[src/rtl/regfile_mp_sb.sv]
// Multi-port integer register file with a per-register scoreboard.
// NRD combinational read ports, two writeback ports (WB0 main pipe, WB1
// long-latency unit), optional same-cycle write-to-read bypass, and busy
// bits that are set at issue and cleared at writeback.
//
// Port protocol: there is no valid/ready handshake. wr_en[i] qualifies
// wr_addr_i/wr_data_i for the current cycle, and iss_en qualifies iss_addr.
// Each is sampled on the rising edge and cannot be back-pressured. Decode is
// expected to stall on rd_busy itself.
module regfile_mp_sb #(
    parameter int XLEN     = 32,
    parameter int NREG     = 32,
    parameter int NRD      = 2,
    parameter int ZERO_REG = 1,
    parameter int BYPASS   = 1,
    localparam int AW      = $clog2(NREG)
) (
    input  logic                clk,
    input  logic                rst,
    input  logic [NRD*AW-1:0]   rd_addr,
    output logic [NRD*XLEN-1:0] rd_data,
    output logic [NRD-1:0]      rd_busy,
    input  logic [1:0]          wr_en,
    input  logic [AW-1:0]       wr_addr0,
    input  logic [XLEN-1:0]     wr_data0,
    input  logic [AW-1:0]       wr_addr1,
    input  logic [XLEN-1:0]     wr_data1,
    input  logic                iss_en,
    input  logic [AW-1:0]       iss_addr,
    input  logic                flush,
    output logic                err_dup,
    output logic [AW:0]         busy_cnt
);

    logic [XLEN-1:0] regs [NREG];
    logic [NREG-1:0] busy;
    logic [NREG-1:0] busy_nxt;
    logic [AW:0]     cnt_nxt;
    logic            we0;
    logic            we1;
    logic            iss_ok;
    logic            dup_hit;

    // With a hardwired zero register, writes and issues to address 0 vanish
    // here, so neither the storage, the scoreboard nor the bypass sees them.
    assign we0    = wr_en[0] && !((ZERO_REG != 0) && (wr_addr0 == '0));
    assign we1    = wr_en[1] && !((ZERO_REG != 0) && (wr_addr1 == '0));
    assign iss_ok = iss_en   && !((ZERO_REG != 0) && (iss_addr == '0));

    // A duplicate issue is only an error if no writeback retires the old
    // producer in the same cycle.
    assign dup_hit = iss_ok && !flush && busy[iss_addr]
                   && !(we0 && (wr_addr0 == iss_addr))
                   && !(we1 && (wr_addr1 == iss_addr));

    // Register storage: WB1 is applied after WB0 so it wins on an address tie.
    always_ff @(posedge clk or negedge rst) begin
        if (!rst) begin
            for (int i = 0; i < NREG; i++) begin
                regs[i] <= '0;
            end
        end else begin
            if (we0) begin
                regs[wr_addr0] <= wr_data0;
            end
            if (we1) begin
                regs[wr_addr1] <= wr_data1;
            end
        end
    end

    // Scoreboard next state: flush beats issue, and issue beats the
    // write-clear because the newly issued producer supersedes the old one.
    always_comb begin
        busy_nxt = busy;
        if (we0) begin
            busy_nxt[wr_addr0] = 1'b0;
        end
        if (we1) begin
            busy_nxt[wr_addr1] = 1'b0;
        end
        if (iss_ok) begin
            busy_nxt[iss_addr] = 1'b1;
        end
        if (flush) begin
            busy_nxt = '0;
        end
    end

    // Popcount of the next busy vector so that busy_cnt moves with busy.
    always_comb begin
        cnt_nxt = '0;
        for (int i = 0; i < NREG; i++) begin
            cnt_nxt = cnt_nxt + (AW+1)'(busy_nxt[i]);
        end
    end

    // Scoreboard, busy count and sticky duplicate-issue flag.
    always_ff @(posedge clk or negedge rst) begin
        if (!rst) begin
            busy     <= '0;
            busy_cnt <= '0;
            err_dup  <= 1'b0;
        end else begin
            busy     <= busy_nxt;
            busy_cnt <= cnt_nxt;
            if (dup_hit) begin
                err_dup <= 1'b1;
            end
        end
    end

    for (genvar k = 0; k < NRD; k++) begin : g_rd
        logic [AW-1:0]   a;
        logic [XLEN-1:0] d;
        logic            b;

        assign a = rd_addr[k*AW +: AW];

        // Read mux: stored value, overridden by bypass, overridden by zero reg.
        always_comb begin
            d = regs[a];
            b = busy[a];
            if (BYPASS != 0) begin
                if (we0 && (wr_addr0 == a)) begin
                    d = wr_data0;
                    b = 1'b0;
                end
                if (we1 && (wr_addr1 == a)) begin
                    d = wr_data1;
                    b = 1'b0;
                end
            end
            if ((ZERO_REG != 0) && (a == '0)) begin
                d = '0;
                b = 1'b0;
            end
        end

        assign rd_data[k*XLEN +: XLEN] = d;
        assign rd_busy[k]              = b;
    end

endmodule

[config.mk]
export PLATFORM = sky130hd
export DESIGN_NAME = regfile_mp_sb
export DESIGN_NICKNAME = d
export VERILOG_FILES = /design/src/rtl/regfile_mp_sb.sv
export SDC_FILE = /design/constraint.sdc
export NUM_CORES = 2
export LEC_CHECK = 0
export BUFFER_PORTS_ARGS = -buffer_cell sky130_fd_sc_hd__buf_2
export CORE_UTILIZATION = 35
export CTS_CLUSTER_DIAMETER = 50
export DETAILED_ROUTE_END_ITERATION = 7
export GPL_ROUTABILITY_DRIVEN = 0
export SETUP_SLACK_MARGIN = 0.3
export SLEW_MARGIN = 15
export SYNTH_ARGS = -nofsm -noshare
export SYNTH_HDL_FRONTEND = slang
export SYNTH_SLANG_ARGS = --single-unit
export TNS_END_PERCENT = 10
[constraint.sdc]
create_clock -name clk -period 6.32 [get_ports clk]
set_clock_uncertainty 0.1 [all_clocks]
set_input_delay 0.632 -clock clk [delete_from_list [all_inputs] [get_ports clk]]
set_output_delay 0.632 -clock clk [all_outputs]
set_load 0.02 [all_outputs]
* Word level (Yosys, flattened, before mapping)
Index checks and enable logic that the tools add are counted.
** Cells by class
- Mux-type cells :: 42
- Equal/unequal tests :: 6
- Add/subtract/negate cells :: 31
- Bitwise gates (word level) :: 9
- Order comparisons :: 14
- Reductions and logical operators :: 29
** Operators by type and width (count)
- $bwmux 1024 :: 2
- $mux 1024 :: 2
- $mux 32 :: 16
- $bmux 32 s5 :: 2
- $demux 32 s5 :: 2
- $add 6x1->6 :: 26
- $and 32x32->32 :: 2
- $not 32->32 :: 2
- $or 32x32->32 :: 1
- $eq 5x5->1 :: 6
- $lt 5x6->1 const B :: 5
- $logic_not 5->1 :: 5
- $ge 6x6->1 const B :: 4
- $not 5->6 :: 4
- $logic_and 1x1->1 :: 18
- $bmux 1 s5 :: 3
- $demux 1 s5 :: 3
- $ge 5x1->1 const B :: 3
- $lt 6x1->1 const B :: 2
- $mux 1 :: 12
- $add 5x1->6 :: 1
- $logic_not 1->1 :: 6
- $add 4x1->5 :: 1
- $add 3x1->4 :: 1
- other kinds (2) :: 2
** Storage, ports and cells
- Register bits after elaboration :: 1063
- Output and inout bits :: 73
- Word-level logic and storage cells :: 166

* Depth between registers and ports, before layout
- Depth after elaboration :: 43
- Mapped depth :: 23
- Gate-level depth less buffers :: 20

* Worst setup path before layout
Ideal clock, no wire load.
- Path type :: input -> register
- Start :: input wr_addr0[4]
- End :: register busy_cnt[4]
- Required time :: 6097 ps
- Arrival time :: 6172 ps
- Stages :: 23
- Setup slack :: -74 ps
- Cells stage by stage :: buf_2 -> nand2b_1 -> or2_2 -> clkbuf_1 -> nor2_1 -> buf_4 -> a2bb2oi_1 -> nor2_1 -> fa_1 -> inv_1 -> fa_1 -> fa_1 -> fa_1 -> fa_1 -> fa_1 -> inv_1 -> ha_1 -> inv_1 -> fa_1 -> inv_1 -> a21o_1 -> a21oi_1 -> xnor2_1
** RTL lines
- start, declared :: line 24 : input logic [AW-1:0] wr_addr0,
- $lt 5x6->1 (not written as such) / $ge 5x1->1 (equally long branches) :: line 77 : busy_nxt[wr_addr0] = 1'b0;
- $logic_and 1x1->1 (not written as such) :: line 77
- $mux 1 (not written as such) :: line 77
- $demux 1 s5 :: line 77
- $not 32->32 (no line)
- $and 32x32->32 (no line)
- $mux 32 (*) :: line 76 : if (we0) begin
- $and 32x32->32 (no line)
- $mux 32 (*) :: line 79 : if (we1) begin
- $or 32x32->32 (no line)
- $mux 32 (*) :: line 82 : if (iss_ok) begin
- $mux 32 (*) :: line 85 : if (flush) begin
- via busy_nxt[13] :: line 37 : logic [NREG-1:0] busy_nxt;
- $add 6x1->6 (*) (19 in a row) :: line 94 : cnt_nxt = cnt_nxt + (AW+1)'(busy_nxt[i]);
- via cnt_nxt[4] :: line 38 : logic [AW:0] cnt_nxt;
- end signal, assigned :: line 106 : busy_cnt <= cnt_nxt;
- end, declared :: line 32 : output logic [AW:0] busy_cnt
Mark *: on every way through the listed nets, which the timed path passes. The rest lies on a longest branch.
A chain may end at the register's enable or synchronous reset.

* Worst setup path after layout
- Start :: input wr_en[0]
- End :: register busy_cnt[4]
** RTL lines
- start, declared :: line 23 : input logic [1:0] wr_en,
- $logic_and 1x1->1 (*) :: line 46 : assign we0 = wr_en[0] && !((ZERO_REG != 0) && (wr_addr0 == '0));
- $mux 32 (*) :: line 76
- $and 32x32->32 (no line)
- $mux 32 (*) :: line 79
- $or 32x32->32 (no line)
- $mux 32 (*) :: line 82
- $mux 32 (*) :: line 85
- via busy_nxt[9] :: line 37
- $add 6x1->6 (*) (23 in a row) :: line 94
- via cnt_nxt[4] :: line 38
Marks and branches as above.

==> impl_metrics.py <==
metrics = {
    "status": {
        "status": "finished, final reports clean",
    },
    "setup_path": {
        "cp.required_ns": 6.89,
        "cp_slowest_cell": "nor3_1",
        "crit_chain": "buf_2 -> nand2_1 -> nor3_1 -> nand2_4 -> nand3b_1 -> a21oi_1 -> fa_1 -> inv_1 -> fa_1 -> fa_1 -> fa_1 -> fa_1 -> fa_1 -> inv_1 -> ha_1 -> inv_1 -> fa_2 -> inv_1 -> a21o_1 -> a21oi_1 -> xnor2_1",
        "worstPathMaxFanout": 4,
        "rrSetupSlack_ns": 0.86,
        "end_kind": "flop",
        "r2r_cells": 17,
        "cpPeakStageDelay_ns": 0.76,
        "arrival_ns": 6.13,
        "startpoint_type": "primary input",
        "rr_endpoint": "busy_cnt[4]",
        "crit_type": "in -> reg",
        "r2r-start": "busy[11]",
        "crit_top_cell": "fa_1",
    },
    "global_route": {
        "grt_max_degree": 177,
        "grt_pass1_wl_um": 423000,
        "antenna_found_initial": 30,
        "grt_usage": 0.299,
        "grt_overflow": 0,
        "grt_pass1_vias": 55288,
    },
    "detailed_routing": {
        "drt_iter0_markers": 8488,
        "wirelength_um": 301000,
        "drc": 0,
        "postRouteAntennaNets": 0,
        "drt_first_pass_iters": 7,
        "viasPerCell": 6.41,
        "routedWlPerCell_um": 33.7,
        "dr_total_vias": 57262,
    },
    "synth": {
        "async_flop_share": 1.00,
        "ys_seq_elements": 1063,
        "yosys.area.top_type_share": 0.391,
        "syn_avg_cell_area_sq_um": 10.3,
        "yosysSeqAreaShare": 0.391,
        "synth.cell_area_sq_um": 68100,
        "synth.most_common_cell": "dfrtp_1",
        "synthTopCellsByCount": "1063 x dfrtp_1, 1059 x mux2i_1, 773 x nand2_1",
        "postSynthCellCount": 6594,
        "synth_area_leaders": "dfrtp_1 39%, mux2i_1 16%, mux4_2 15%",
        "synth-edff-count": 0,
        "synth_top_cell_by_area": "dfrtp_1",
        "syn_nets": 6720,
        "synth_cell_types": 63,
        "yosysWarnings": 0,
        "ys.flop_type": "dfrtp_1",
    },
    "timing": {
        "finalHoldViolations": 0,
        "finalCriticalPeriod_ns": 5.55,
        "tns_ns": 0,
        "clock.fmax_mhz": 180,
        "rsz0062_at_grt": "no",
        "worst_pin_slew_ns": 1.30,
        "fin_crit_sh": 0.879,
        "worst_slew_margin_rel": 0.133,
        "setup_violations": 0,
        "holdWs_ns": 0.241,
        "report.final.slew_viol_count": 0,
    },
    "layout": {
        "nets": 6406,
        "final_cell_area_sq_um": 75800,
        "layout-drive-gt1-share": 0.197,
        "num-fill-cells": 18354,
        "areaGrowthSynthToFinish_pct": 11.3,
        "seq_area_sq_um": 26600,
        "multiInputGateArea_sq_um": 38400,
    },
    "place": {
        "port_buffers": 167,
        "hpwl_um": 173000,
        "dpl_cell_area_sq_um": 71000,
    },
    "floorplan": {
        "die_h_um": 443,
        "rows": 161,
        "fp.dieW_um": 443,
        "io_pins": 168,
        "initial_core_util": 0.353,
        "core_sq_um": 193000,
        "fp.dieArea_sq_um": 196000,
    },
    "clock_tree": {
        "cts_buffers": 136,
        "cts-root-buf": "clkbuf_16",
        "cts_resized": 0,
        "clkSinkCount": 1063,
        "clock_insertion_delay_worst_skew_ns": 0.80,
        "ctsHtreeMaxLevel": 4,
        "cts_tree": "built",
        "clk_path_buf_depth": 3,
        "clk_pin_slew_worst_paths_ns": 0.06,
    },
    "flow_run": {
        "maxCapViolCount": 0,
    },
    "min_path": {
        "hp-start": "iss_addr[3]",
        "hold_class": "in -> reg",
        "whs_endpoint": "busy[30]",
        "holdPathStages": 3,
    },
    "power_and_ir_drop": {
        "peakVddDrop_v": 0.000340,
        "power.density_nw_per_um2": 315,
        "leakagePower_uw": 0.0312,
    },
}
## metrics by stage
step	util	instances	worst slack (ns)	total power, uW
floorplan	-	6594	0.310	13600
global placement	0.368	8667	0.0323	15300
detailed placement	0.368	8667	0.0617	15500
CTS	0.393	8912	0.829	23700
global route	0.393	8923	0.620	24700
finish	0.393	8933	0.767	23800
## critical path, delay by kind of cell
family          cells  cell delay [ns]
simple gates        4             1.10
xor+xnor            1             0.13
buf+inv             5             0.42
compound gates      3             0.30
fa+ha+maj           8             3.54
## how the worst max path moves through the flow
stage | from | endpoint | slack, ns | cells after the start
3_5_place_dp | wr_addr1[0] | busy_cnt[4] | 0.06 | 20
4_1_cts | wr_en[0] | busy_cnt[4] | 0.83 | 21
3_3_place_gp | wr_en[0] | busy_cnt[4] | 0.03 | 21
5_1_grt | wr_addr1[0] | busy_cnt[4] | 0.62 | 21
2_1_floorplan | wr_addr0[3] | busy_cnt[4] | 0.31 | 22
6_report | wr_en[0] | busy_cnt[4] | 0.77 | 21
## sequential cells by signal (all words and copies together) (netlist names)
register	count
regs	1024
err_dup	1
busy	32
busy_cnt	6
## cell type report
class | instances | share of cell area
Clock buffer | 192 | 0.0523
Sequential cell | 1063 | 0.351
Inverter | 34 | 0.00168
Tap cell | 2526 | 0.0417
Clock inverter | 52 | 0.00940
Antenna cell | 21 | 0.000694
Timing Repair Buffer | 390 | 0.0362
Multi-Input combinational cell | 4655 | 0.507
## where the power goes
group,switching [uW],internal (uW)
sequential,1360,8500
clock,3310,4930
combinational,2850,2890
## cell families after synthesis
group / share of synthesized area
multiplexers: 0.329
adder cells (fa/ha/maj): 0.00835
flip-flops: 0.391
buffers and inverters: 0.0533
XOR/XNOR: 0.00425
AND/OR/NAND/NOR: 0.0903
AO/OA/AOI/OAI: 0.124
## metal layers
| layer | up-vias | GRT usage | share of wire | wire (um) |
|---|---|---|---|---|
| li1 | 23348 | - | - | - |
| met4 | 20 | 0.238 | 0.090 | 27100 |
| met5 | - | 0 | 0.00044 | 133 |
| met2 | 4181 | 0.450 | 0.44 | 133000 |
| met3 | 1315 | 0.0871 | 0.12 | 34700 |
| met1 | 28398 | 0.358 | 0.35 | 106000 |
## cells in the final DEF, fill, tap and decap left out, drive strengths merged, types with 8 or more instances in the layout
master | netlist | final
a221oi | 23 | 23
a22o | 20 | 20
buf | 312 | 389
o221ai | 19 | 19
o21ai | 624 | 624
clkinv | 0 | 22
a21o | 18 | 18
nand2b | 11 | 11
mux4 | 468 | 468
a22oi | 55 | 55
diode | 0 | 21
a211oi | 13 | 13
nor4 | 17 | 17
o2111ai | 31 | 31
xor2 | 18 | 18
nor2 | 511 | 511
mux2 | 107 | 107
fa | 24 | 24
nand2 | 773 | 773
inv | 34 | 45
nor2b | 20 | 20
or3b | 9 | 9
dfrtp | 1063 | 1063
nor3 | 20 | 20
a211o | 8 | 8
and2 | 33 | 33
a32oi | 53 | 53
mux2i | 1059 | 1059
o22ai | 104 | 104
clkbuf | 530 | 192
bufinv | 0 | 13
a21oi | 461 | 461
nand3b | 18 | 18
xnor2 | 15 | 15
and3 | 26 | 26
a221o | 16 | 16
nand3 | 22 | 22
## repair_timing
action                    in CTS  in global routing
hold buffers                   1                  0
buffers inserted               0                  0
hold endpoints to repair      81                  0
Note: power is estimated with default switching activity, not from simulation.
